**config.mk**
```make
export PLATFORM = sky130hd
export DESIGN_NAME = tia_player_graphics_scanner_flat
export DESIGN_NICKNAME = d
export VERILOG_FILES = /design/src/rtl/tia_pkg.sv /design/src/rtl/tia_player_graphics_scanner_if.sv /design/src/rtl/tia_player_graphics_regs.sv /design/src/rtl/tia_player_graphics_scanner.sv /design/src/flat_wrapper.sv
export SDC_FILE = /design/constraint.sdc
export NUM_CORES = 1
export LEC_CHECK = 0
export ABC_CLOCK_PERIOD_IN_PS = 4000
export CAP_MARGIN = 20
export CORE_UTILIZATION = 45
export CTS_CLUSTER_SIZE = 24
export DETAILED_ROUTE_END_ITERATION = 8
export PLACE_DENSITY = 0.67
export SYNTH_ARGS = -nofsm -noshare
export SYNTH_HDL_FRONTEND = slang
export SYNTH_SLANG_ARGS = --single-unit
```
**constraint.sdc**
```tcl
create_clock -name motck -period 4 [get_ports motck]
set_input_delay 0.6 -clock motck [delete_from_list [all_inputs] [get_ports motck]]
set_output_delay 0.6 -clock motck [all_outputs]
set_load 0.05 [all_outputs]
```
**src/rtl/tia_pkg.sv**
```systemverilog
// Shared TIA player definitions: size encodings, scanner states, graphics width.
package tia_pkg;

    localparam int TIA_GFX_WIDTH = 8;

    localparam logic [1:0] TIA_SIZE_1X = 2'b00;
    localparam logic [1:0] TIA_SIZE_2X = 2'b01;
    localparam logic [1:0] TIA_SIZE_4X = 2'b10;

    typedef enum logic {
        SCAN_IDLE = 1'b0,
        SCAN_RUN  = 1'b1
    } scan_state_e;

    // Both 2'b10 and 2'b11 stretch by 4, so anything beyond 2X maps to shift 2.
    function automatic logic [1:0] size_shift(input logic [1:0] size);
        case (size)
            TIA_SIZE_1X: size_shift = 2'd0;
            TIA_SIZE_2X: size_shift = 2'd1;
            default:     size_shift = 2'd2;
        endcase
    endfunction

endpackage

```
**src/rtl/tia_player_graphics_scanner_if.sv**
```systemverilog
// Control/data bundle between the position counter / register bus and the player scanner.
interface tia_player_graphics_scanner_if
    import tia_pkg::*;
#(
    parameter int GFX_WIDTH = TIA_GFX_WIDTH
);
    logic                 start_bar;
    logic [1:0]           size;
    logic                 refl;
    logic                 vdel;
    logic [GFX_WIDTH-1:0] d;
    logic                 grp_we;
    logic                 grp_copy;
    logic                 pgfx;
    logic                 scan_active;

    modport master (
        output start_bar, size, refl, vdel, d, grp_we, grp_copy,
        input  pgfx, scan_active
    );

    modport slave (
        input  start_bar, size, refl, vdel, d, grp_we, grp_copy,
        output pgfx, scan_active
    );
endinterface

```
**src/rtl/tia_player_graphics_regs.sv**
```systemverilog
// Player graphics registers: new register, optional vertical-delay old register and source select.
// The old register exists only when TIA_PLAYER_VDEL_EN is defined.
module tia_player_graphics_regs
    import tia_pkg::*;
#(
    parameter int GFX_WIDTH = TIA_GFX_WIDTH
) (
    input  logic                 motck,
    input  logic                 reset_bar,
    input  logic [GFX_WIDTH-1:0] d,
    input  logic                 grp_we,
    input  logic                 grp_copy,
    input  logic                 vdel,
    output logic [GFX_WIDTH-1:0] src
);

    logic [GFX_WIDTH-1:0] grp_new_q, grp_new_d;

    always_comb begin
        grp_new_d = grp_new_q;
        if (grp_we) grp_new_d = d;
    end

    always_ff @(posedge motck or negedge reset_bar) begin
        if (!reset_bar) grp_new_q <= '0;
        else            grp_new_q <= grp_new_d;
    end

`ifdef TIA_PLAYER_VDEL_EN
    logic [GFX_WIDTH-1:0] grp_old_q, grp_old_d;

    // Copy takes the pre-edge new value, so a simultaneous write still moves the old contents.
    always_comb begin
        grp_old_d = grp_old_q;
        if (grp_copy) grp_old_d = grp_new_q;
    end

    always_ff @(posedge motck or negedge reset_bar) begin
        if (!reset_bar) grp_old_q <= '0;
        else            grp_old_q <= grp_old_d;
    end

    assign src = vdel ? grp_old_q : grp_new_q;
`else
    logic unused_vdel_inputs;
    assign unused_vdel_inputs = vdel ^ grp_copy;
    assign src = grp_new_q;
`endif

endmodule

```
**src/rtl/tia_player_graphics_scanner.sv**
```systemverilog
// TIA player graphics scanner: serializes the selected graphics register into one pixel per colour clock.
// Vertical-delay register is built only with TIA_PLAYER_VDEL_EN defined.
module tia_player_graphics_scanner
    import tia_pkg::*;
#(
    parameter int GFX_WIDTH = TIA_GFX_WIDTH
) (
    input  logic                          motck,
    input  logic                          reset_bar,
    tia_player_graphics_scanner_if.slave  bus
);

    localparam int IDX_W = $clog2(GFX_WIDTH);
    localparam int CNT_W = IDX_W + 2;

    logic [GFX_WIDTH-1:0] src;

    scan_state_e          state_q, state_d;
    logic [CNT_W-1:0]     pix_cnt_q, pix_cnt_d;
    logic [1:0]           shift_q, shift_d;
    logic                 start_q, start_d;
    logic                 pgfx_q, pgfx_d;
    logic                 scan_active_q, scan_active_d;
    logic                 start_det;
    logic [1:0]           live_shift;
    logic [CNT_W-1:0]     next_cnt;

    tia_player_graphics_regs #(
        .GFX_WIDTH (GFX_WIDTH)
    ) u_regs (
        .motck     (motck),
        .reset_bar (reset_bar),
        .d         (bus.d),
        .grp_we    (bus.grp_we),
        .grp_copy  (bus.grp_copy),
        .vdel      (bus.vdel),
        .src       (src)
    );

    // Pixel index wraps to the register width if size shrinks mid-scan.
    function automatic logic pick_bit(input logic [GFX_WIDTH-1:0] gfx,
                                      input logic [CNT_W-1:0]     cnt,
                                      input logic [1:0]           shift,
                                      input logic                 reflect);
        logic [CNT_W-1:0] full;
        logic [IDX_W-1:0] idx;
        logic [IDX_W-1:0] ridx;
        full = cnt >> shift;
        idx  = full[IDX_W-1:0];
        ridx = IDX_W'(GFX_WIDTH - 1) - idx;
        return reflect ? gfx[idx] : gfx[ridx];
    endfunction

    function automatic logic [CNT_W-1:0] last_cnt(input logic [1:0] shift);
        return CNT_W'((GFX_WIDTH << shift) - 1);
    endfunction

    assign start_det  = bus.start_bar & ~start_q;
    assign live_shift = size_shift(bus.size);
    assign next_cnt   = pix_cnt_q + CNT_W'(1);

    // Restart takes priority over end-of-scan; pgfx holds the pixel indexed by pix_cnt.
    always_comb begin
        state_d       = state_q;
        pix_cnt_d     = pix_cnt_q;
        shift_d       = shift_q;
        start_d       = bus.start_bar;
        pgfx_d        = 1'b0;
        scan_active_d = 1'b0;

        if (start_det) begin
            state_d       = SCAN_RUN;
            pix_cnt_d     = '0;
            shift_d       = live_shift;
            pgfx_d        = pick_bit(src, '0, live_shift, bus.refl);
            scan_active_d = 1'b1;
        end else if (state_q == SCAN_RUN) begin
            if (pix_cnt_q == last_cnt(shift_q)) begin
                state_d = SCAN_IDLE;
            end else begin
                pix_cnt_d     = next_cnt;
                pgfx_d        = pick_bit(src, next_cnt, live_shift, bus.refl);
                scan_active_d = 1'b1;
            end
        end
    end

    always_ff @(posedge motck or negedge reset_bar) begin
        if (!reset_bar) begin
            state_q       <= SCAN_IDLE;
            pix_cnt_q     <= '0;
            shift_q       <= '0;
            start_q       <= 1'b1;
            pgfx_q        <= 1'b0;
            scan_active_q <= 1'b0;
        end else begin
            state_q       <= state_d;
            pix_cnt_q     <= pix_cnt_d;
            shift_q       <= shift_d;
            start_q       <= start_d;
            pgfx_q        <= pgfx_d;
            scan_active_q <= scan_active_d;
        end
    end

    assign bus.pgfx        = pgfx_q;
    assign bus.scan_active = scan_active_q;

endmodule

```
**src/flat_wrapper.sv**
```systemverilog
// flat-port wrapper written by rule: the top's interface ports become plain ports
module tia_player_graphics_scanner_flat import tia_pkg::*;
#(
    parameter int GFX_WIDTH = TIA_GFX_WIDTH
)
  (motck, reset_bar, bus_start_bar, bus_size, bus_refl, bus_vdel, bus_d, bus_grp_we, bus_grp_copy, bus_pgfx, bus_scan_active);
  tia_player_graphics_scanner_if #(.GFX_WIDTH(GFX_WIDTH)) bus_i ();
  input  logic motck;
  input  logic reset_bar;
  input wire logic [$bits(bus_i.start_bar)-1:0] bus_start_bar;
  input wire logic [$bits(bus_i.size)-1:0] bus_size;
  input wire logic [$bits(bus_i.refl)-1:0] bus_refl;
  input wire logic [$bits(bus_i.vdel)-1:0] bus_vdel;
  input wire logic [$bits(bus_i.d)-1:0] bus_d;
  input wire logic [$bits(bus_i.grp_we)-1:0] bus_grp_we;
  input wire logic [$bits(bus_i.grp_copy)-1:0] bus_grp_copy;
  output wire logic [$bits(bus_i.pgfx)-1:0] bus_pgfx;
  output wire logic [$bits(bus_i.scan_active)-1:0] bus_scan_active;
  assign bus_i.start_bar = bus_start_bar;
  assign bus_i.size = bus_size;
  assign bus_i.refl = bus_refl;
  assign bus_i.vdel = bus_vdel;
  assign bus_i.d = bus_d;
  assign bus_i.grp_we = bus_grp_we;
  assign bus_i.grp_copy = bus_grp_copy;
  assign bus_pgfx = bus_i.pgfx;
  assign bus_scan_active = bus_i.scan_active;
  tia_player_graphics_scanner #(.GFX_WIDTH(GFX_WIDTH)) u_core (.motck(motck), .reset_bar(reset_bar), .bus(bus_i));
endmodule
```
# [Word level (Yosys, flattened, before mapping)]
# Index checks and enable logic that the tools add are counted.
[totals] regBits=18 inputBits=17 out_inout_bits=2 wordCells=45
[op_classes] n_addsub=4 magnitude_cmp=4 eq_ne=3 shifts=3 n_mux=20 bitwise=2 n_reduce_logical=3
[op_table] op="$lt A3 B4 Y1 const B" n=4
[op_table] op="$mux W5" n=3
[op_table] op="$bmux W1 S3" n=4
[op_table] op="$mux W1" n=12
[op_table] op="$sub A3 B3 Y3 const A" n=2
[op_table] op="$add A5 B1 Y5 const B" n=1
[op_table] op="$eq A5 B5 Y1" n=1
[op_table] op="$shl A4 B2 Y5 const A" n=1
[op_table] op="$shr A5 B2 Y3" n=1
[op_table] op="$sub A5 B2 Y5 const B" n=1
[op_table] op="$pmux W2 S2" n=1
[op_table] op="$shr A1 B2 Y3 const A" n=1
[op_table] op="$eq A2 B1 Y1 const B" n=1
[op_table] op="$logic_not A2 Y1" n=1
[op_table] op="$ne A2 B1 Y1 const B" n=1
[op_table] op="$reduce_and A2 Y1" n=1
[op_table] op="$reduce_bool A2 Y1" n=1
[op_table] op="$and A1 B1 Y1" n=1
[op_table] op="$not A1 Y1" n=1

# [Depth between registers and ports, before layout]
[depth] word_depth=10 mapped_depth=7 mapped_depth_nobuf=7

# [Hierarchy]
# Synthesis repeated with hierarchy kept, for this count alone.
[hier_totals] hier_cells=103 area_unflattened_um2=1128.6
[modules_own_cells] mod="tia_player_graphics_scanner" instances=1 cells_per_inst=86 area_each_um2=797.0 seq_area_each_um2=251.5
[modules_own_cells] mod="tia_player_graphics_regs" instances=1 cells_per_inst=17 area_each_um2=331.6 seq_area_each_um2=200.2

# [Least setup slack after synthesis]
# No wires, ideal clock.
[synth_path] path_kind="reg2reg" start="reg u_core.pix_cnt_q[0]" end="reg u_core.pgfx_q, in the netlist u_core.bus.pgfx" setup_time_ns=0.128 arrival_ns=1.864 path_slack_ns=2.008 stages_incl_launch_ff=8 synth_period_minus_slack_ns=1.992 path_cell_list="dfrtp_1 ha_1 xnor2_1 nand2_2 nand2_2 mux4_2 o22ai_1 o41ai_2"
[synth_via] elab_chain_len=9 word_cells_on_any_way=12
[synth_rtl] item="start: declaration" line_no="tia_player_graphics_scanner.sv:19" source="logic [CNT_W-1:0] pix_cnt_q, pix_cnt_d;"
[synth_rtl] item="start signal: assignment" line_no="tia_player_graphics_scanner.sv:98" source="pix_cnt_q <= pix_cnt_d;"
[synth_rtl] item="$add A5 B1 Y5" line_no="tia_player_graphics_scanner.sv:60" source="assign next_cnt = pix_cnt_q + CNT_W'(1);"
[synth_rtl] item="$shr A5 B2 Y3" line_no="tia_player_graphics_scanner.sv:48" source="full = cnt >> shift;"
[synth_rtl] item="$sub A3 B3 Y3" line_no="tia_player_graphics_scanner.sv:50" source="ridx = IDX_W'(GFX_WIDTH - 1) - idx;"
[synth_rtl] item="$bmux W1 S3" line_no="tia_player_graphics_scanner.sv:51" source="return reflect ? gfx[idx] : gfx[ridx];"
[synth_rtl] item="$mux W1 (implied by the code)" line_no="tia_player_graphics_scanner.sv:51"
[synth_rtl] item="$mux W1" line_no="tia_player_graphics_scanner.sv:51"
[synth_rtl] item="$mux W1 *" line_no="tia_player_graphics_scanner.sv:78" source="if (pix_cnt_q == last_cnt(shift_q)) begin"
[synth_rtl] item="$mux W1 *" line_no="tia_player_graphics_scanner.sv:77" source="end else if (state_q == SCAN_RUN) begin"
[synth_rtl] item="$mux W1 *" line_no="tia_player_graphics_scanner.sv:71" source="if (start_det) begin"
[synth_rtl] item="via u_core.pgfx_d" line_no="tia_player_graphics_scanner.sv:22" source="logic pgfx_q, pgfx_d;"
[synth_rtl] item="end signal: assignment" line_no="tia_player_graphics_scanner.sv:101" source="pgfx_q <= pgfx_d;"
[synth_rtl] item="end: declaration" line_no="tia_player_graphics_scanner.sv:22"
# The timed path passes the listed nets; every way through them passes the cells marked *. The select of a mux whose other input is x is not followed.
# A chain may end at the register's enable or synchronous reset.

# [Worst setup path in the final report]
[layout_path] start="in bus_size[1]" end="reg u_core.pgfx_q, in the netlist u_core.bus.pgfx"
[layout_via] elab_chain_len=10 word_cells_on_any_way=20
[layout_rtl] item="start: declaration" line_no="flat_wrapper.sv:11" source="input wire logic [$bits(bus_i.size)-1:0] bus_size;"
[layout_rtl] item="$eq A2 B1 Y1 / $logic_not A2 Y1 (equally long branches)" line_no="tia_pkg.sv:17" source="case (size)"
[layout_rtl] item="$pmux W2 S2 *" line_no="tia_pkg.sv:17"
[layout_rtl] item="$shr A5 B2 Y3" line_no="tia_player_graphics_scanner.sv:48"
[layout_rtl] item="$sub A3 B3 Y3" line_no="tia_player_graphics_scanner.sv:50"
[layout_rtl] item="$bmux W1 S3" line_no="tia_player_graphics_scanner.sv:51"
[layout_rtl] item="$mux W1 (implied by the code)" line_no="tia_player_graphics_scanner.sv:51"
[layout_rtl] item="$mux W1" line_no="tia_player_graphics_scanner.sv:51"
[layout_rtl] item="$mux W1" line_no="tia_player_graphics_scanner.sv:78"
[layout_rtl] item="$mux W1" line_no="tia_player_graphics_scanner.sv:77"
[layout_rtl] item="$mux W1 *" line_no="tia_player_graphics_scanner.sv:71"
[layout_rtl] item="via u_core.pgfx_d" line_no="tia_player_graphics_scanner.sv:22"
# Marked as above.

==> results.toml <==
[status]
run_status = "finished, final reports clean"

[synthesis]
ys_async_sr_fraction_pct = 100
post_synthesis_instance_area_mm2 = 0.00104
synthesis.area_per_instance_um2 = 10.5
yosysWarningCount = 0
post_synth_num_cell_types = 34
synth_ff_type = "sky130_fd_sc_hd__dfrtp_1"
postSynthRegisterBits = 18
number_of_flops_mapped_to_enable_cells_by_yosys = 0
ys_seq_area_share_pct = 43.4
post_synth_inst_count = 99
synth.net_count = 117

[critical_path]
critical_path.endpoint_type = "register"
cp-start-kind = "input port"
critical_path_peak_fanout = 6
number_of_buffers_and_inverters_on_the_critical_path = 2
critPathMaxStageDelay_ps = 500
critical_path.cell_chain = "clkdlybuf4s50_1 -> inv_1 -> o211ai_1 -> nand2_2 -> mux4_2 -> o22ai_1 -> o41ai_2"
timing_worst_setup_path_type = "in -> reg"
reg2reg_setup_slack_ps = 1820
worstSetupPathDepth = 7
endpoint = "u_core.bus.pgfx$_DFF_PN0_"
r2r_start = "u_core.pix_cnt_q[0]$_DFFE_PN0P_"
crit_required_ps = 4170
worst_path_dominant_cell_family = "buffers and inverters"
critical_path_arrival_ps = 2470
worstRegToRegCells = 7
critical-path-slowest-cell = "sky130_fd_sc_hd__mux4_2"
critical_path.reg2reg.endpoint = "u_core.bus.pgfx$_DFF_PN0_"
crit_path_start = "bus_size[1]"

[floorplan]
fp.dieH_um = 50.1
die_area_mm2 = 0.00251
die_x_um = 50.1
top_level_ports = 19
placement_rows = 17
coreArea_mm2 = 0.00219
floorplan.initialDensity_pct = 47.5

[grt]
grt_remaining_overflow = 0
grt_pass1_wl_um = 3260
grt_pass1_vias = 739
grt.total_usage_pct = 17.2
number_of_antenna_violations_at_the_first_check_in_global_routing = 0
grt_start_max_net_pins = 19

[sta]
setup_repair_after_global_routing_missed_its_margin = "no"
finalHoldViolCount = 0
setup_viol = 0
clock.fmax_mhz = 435
slew_violations = 0
worst_pin_slew_ps = 789
fin_crit_ps = 2300
worst_rel_slew_slack_pct = 47.2
post-route-period-util_pct = 57.4
finalSetupTns_ps = 0
final.setup_skew_ps = 3.53

[route]
route.detailed.drc = 0
vias_after_detailed_routing = 798
avgViaCountPerCell = 5.50
detail-route-antenna-nets = 0
dr.first_iter.drc_count = 18
finalWirelength_um = 1930
dr.pass1.iters = 4
route.detailed.wl_per_inst_um = 13.3

[flow_run]
max_cap_viol_count = 0

[min_path]
worst_hold_path_depth = 2
hold_path.class = "reg -> reg"

[place]
routabilityCongestion = 0.741
dpl.hpwl_um = 1500
dpl-instance-area_mm2 = 0.00123
port_buffers = 16

[final_layout]
final_cell_area_mm2 = 0.00126
fraction_of_layout_instances_using_a_drive_strength_above_1_pct = 18.8
area.growth.synth_to_final_pct = 21.5
final_core_util_pct = 57.7
num_antenna_cells = 0
fin_nets = 136
fillCellCount = 198

[clocking]
tritoncts.num_buffers = 3
cts.repair.resized = 0
clock-root-buffer = "sky130_fd_sc_hd__clkbuf_4"
ctsHoldBuffers = 0
worst_skew_pair.late_latency_ps = 290
post_cts_setup_buffers = 0
clk_path_buf_depth = 2
tritoncts = "built"
clkSinkCount = 18
ctsHtreeMaxLevel = 1
clkSlewWorstSetupHoldPaths_ps = 100

[power]
p_leak_uw = 0.000536
pwr-share-seq_pct = 39.2
p_int_uw = 415
net_switching_power_uw = 245
power.share.switching_pct = 37.1
power_density_mw_per_mm2 = 522
worst_ir_drop_vdd_v = 0.000402
share_of_total_power_in_the_clock_network_pct = 16.6
comb_power_share_pct = 44.1
## registers in the layout, summed over array words and instances, names as in the netlist
register,cells
u_core.bus.pgfx,1
u_core.shift_q,2
u_core.u_regs.src,8
u_core.pix_cnt_q,5
u_core.start_q,1
u_core.state_q,1
## worst reg2reg max path: cells and delay by family, from the launching register on
kind	cells	cell delay, ps
muxes	1	500
adders and majority gates	1	270
DFF	1	430
and+or+nand+nor	2	280
AOI/OAI and AO/OA	2	310
xor gates and xnor gates	1	280
## worst min path at each step
stage	slack, ps	startpoint	to
floorplan	300	reset_bar	u_core.bus.pgfx$_DFF_PN0_
global placement	500	u_core.shift_q[0]$_DFFE_PN0P_	u_core.shift_q[0]$_DFFE_PN0P_
detailed placement	500	u_core.shift_q[0]$_DFFE_PN0P_	u_core.shift_q[0]$_DFFE_PN0P_
CTS	530	u_core.shift_q[0]$_DFFE_PN0P_	u_core.shift_q[0]$_DFFE_PN0P_
global route	550	u_core.shift_q[0]$_DFFE_PN0P_	u_core.shift_q[0]$_DFFE_PN0P_
finish	520	u_core.shift_q[0]$_DFFE_PN0P_	u_core.shift_q[0]$_DFFE_PN0P_
## layout by cell type (no fill, tap or decap), drive strengths merged, types with 2 or more instances in the layout
cell / n
clkbuf: 4
inv: 5
and3: 3
dfrtp: 17
o21ai: 3
nand2: 13
mux4: 2
a2111o: 2
mux2: 8
a21oi: 3
a21boi: 4
clkdlybuf4s50: 16
nand3: 7
o211ai: 2
xnor2: 2
xor2: 5
o2111ai: 2
nor2: 5
## kinds of logic after synthesis
logic type | after synthesis | share of synthesized area (%)
XOR/XNOR | 7 | 5.89
multiplexers | 10 | 13.0
AND/OR/NAND/NOR | 35 | 16.7
buffers and inverters | 7 | 2.52
adder cells (fa/ha/maj) | 1 | 1.20
AO/OA/AOI/OAI | 21 | 17.3
flip-flops | 18 | 43.4
## per-stage QoR
step / total power [µW] / hold slack, ps / setup slack [ps] / cells
after floorplan: 481 / 304 / 2010 / 99
after global placement: 546 / 501 / 1430 / 141
after detailed placement: 555 / 503 / 1380 / 141
after CTS: 667 / 528 / 1690 / 145
after global routing: 710 / 552 / 1570 / 145
final: 661 / 525 / 1700 / 145
## Yosys cell counts (3+ instances only)
cell type	n	area [µm²]
sky130_fd_sc_hd__dfrtp_1	17	425
sky130_fd_sc_hd__nand2_1	11	41.3
sky130_fd_sc_hd__mux2_2	8	90.1
sky130_fd_sc_hd__nand3_1	7	35.0
sky130_fd_sc_hd__inv_1	5	18.8
sky130_fd_sc_hd__nor2_1	5	18.8
sky130_fd_sc_hd__xor2_1	5	43.8
sky130_fd_sc_hd__a21boi_0	3	22.5
sky130_fd_sc_hd__a21oi_1	3	15.0
sky130_fd_sc_hd__o21ai_0	3	15.0
## metal layers
metal / track usage (%) / wire, µm / vias to the layer above
met3: 4.01 / 80 / 2
met5: 0 / 0 / -
met2: 27.1 / 920 / 13
li1: - / - / 396
met1: 22.9 / 910 / 387
met4: 5.71 / 14 / 0
## power groups by stage
stage                     clock network, µW  logic (µW)  registers [µW]
after detailed placement                  0         292             262
final                                   110         291             259
after floorplan                           0         209             272
after global placement                    0         286             260
after global routing                    124         321             265
after CTS                               115         293             259
## layout make-up
class | count | area, µm² | area share [%]
clock buffers | 4 | 36.3 | 2.87
inverters | 5 | 18.8 | 1.48
multi-input cells | 74 | 563 | 44.5
flip-flops and latches | 18 | 452 | 35.7
well taps | 28 | 35.0 | 2.77
repair buffers | 16 | 160 | 12.7
No activity file was read; power rests on OpenSTA's default activity.
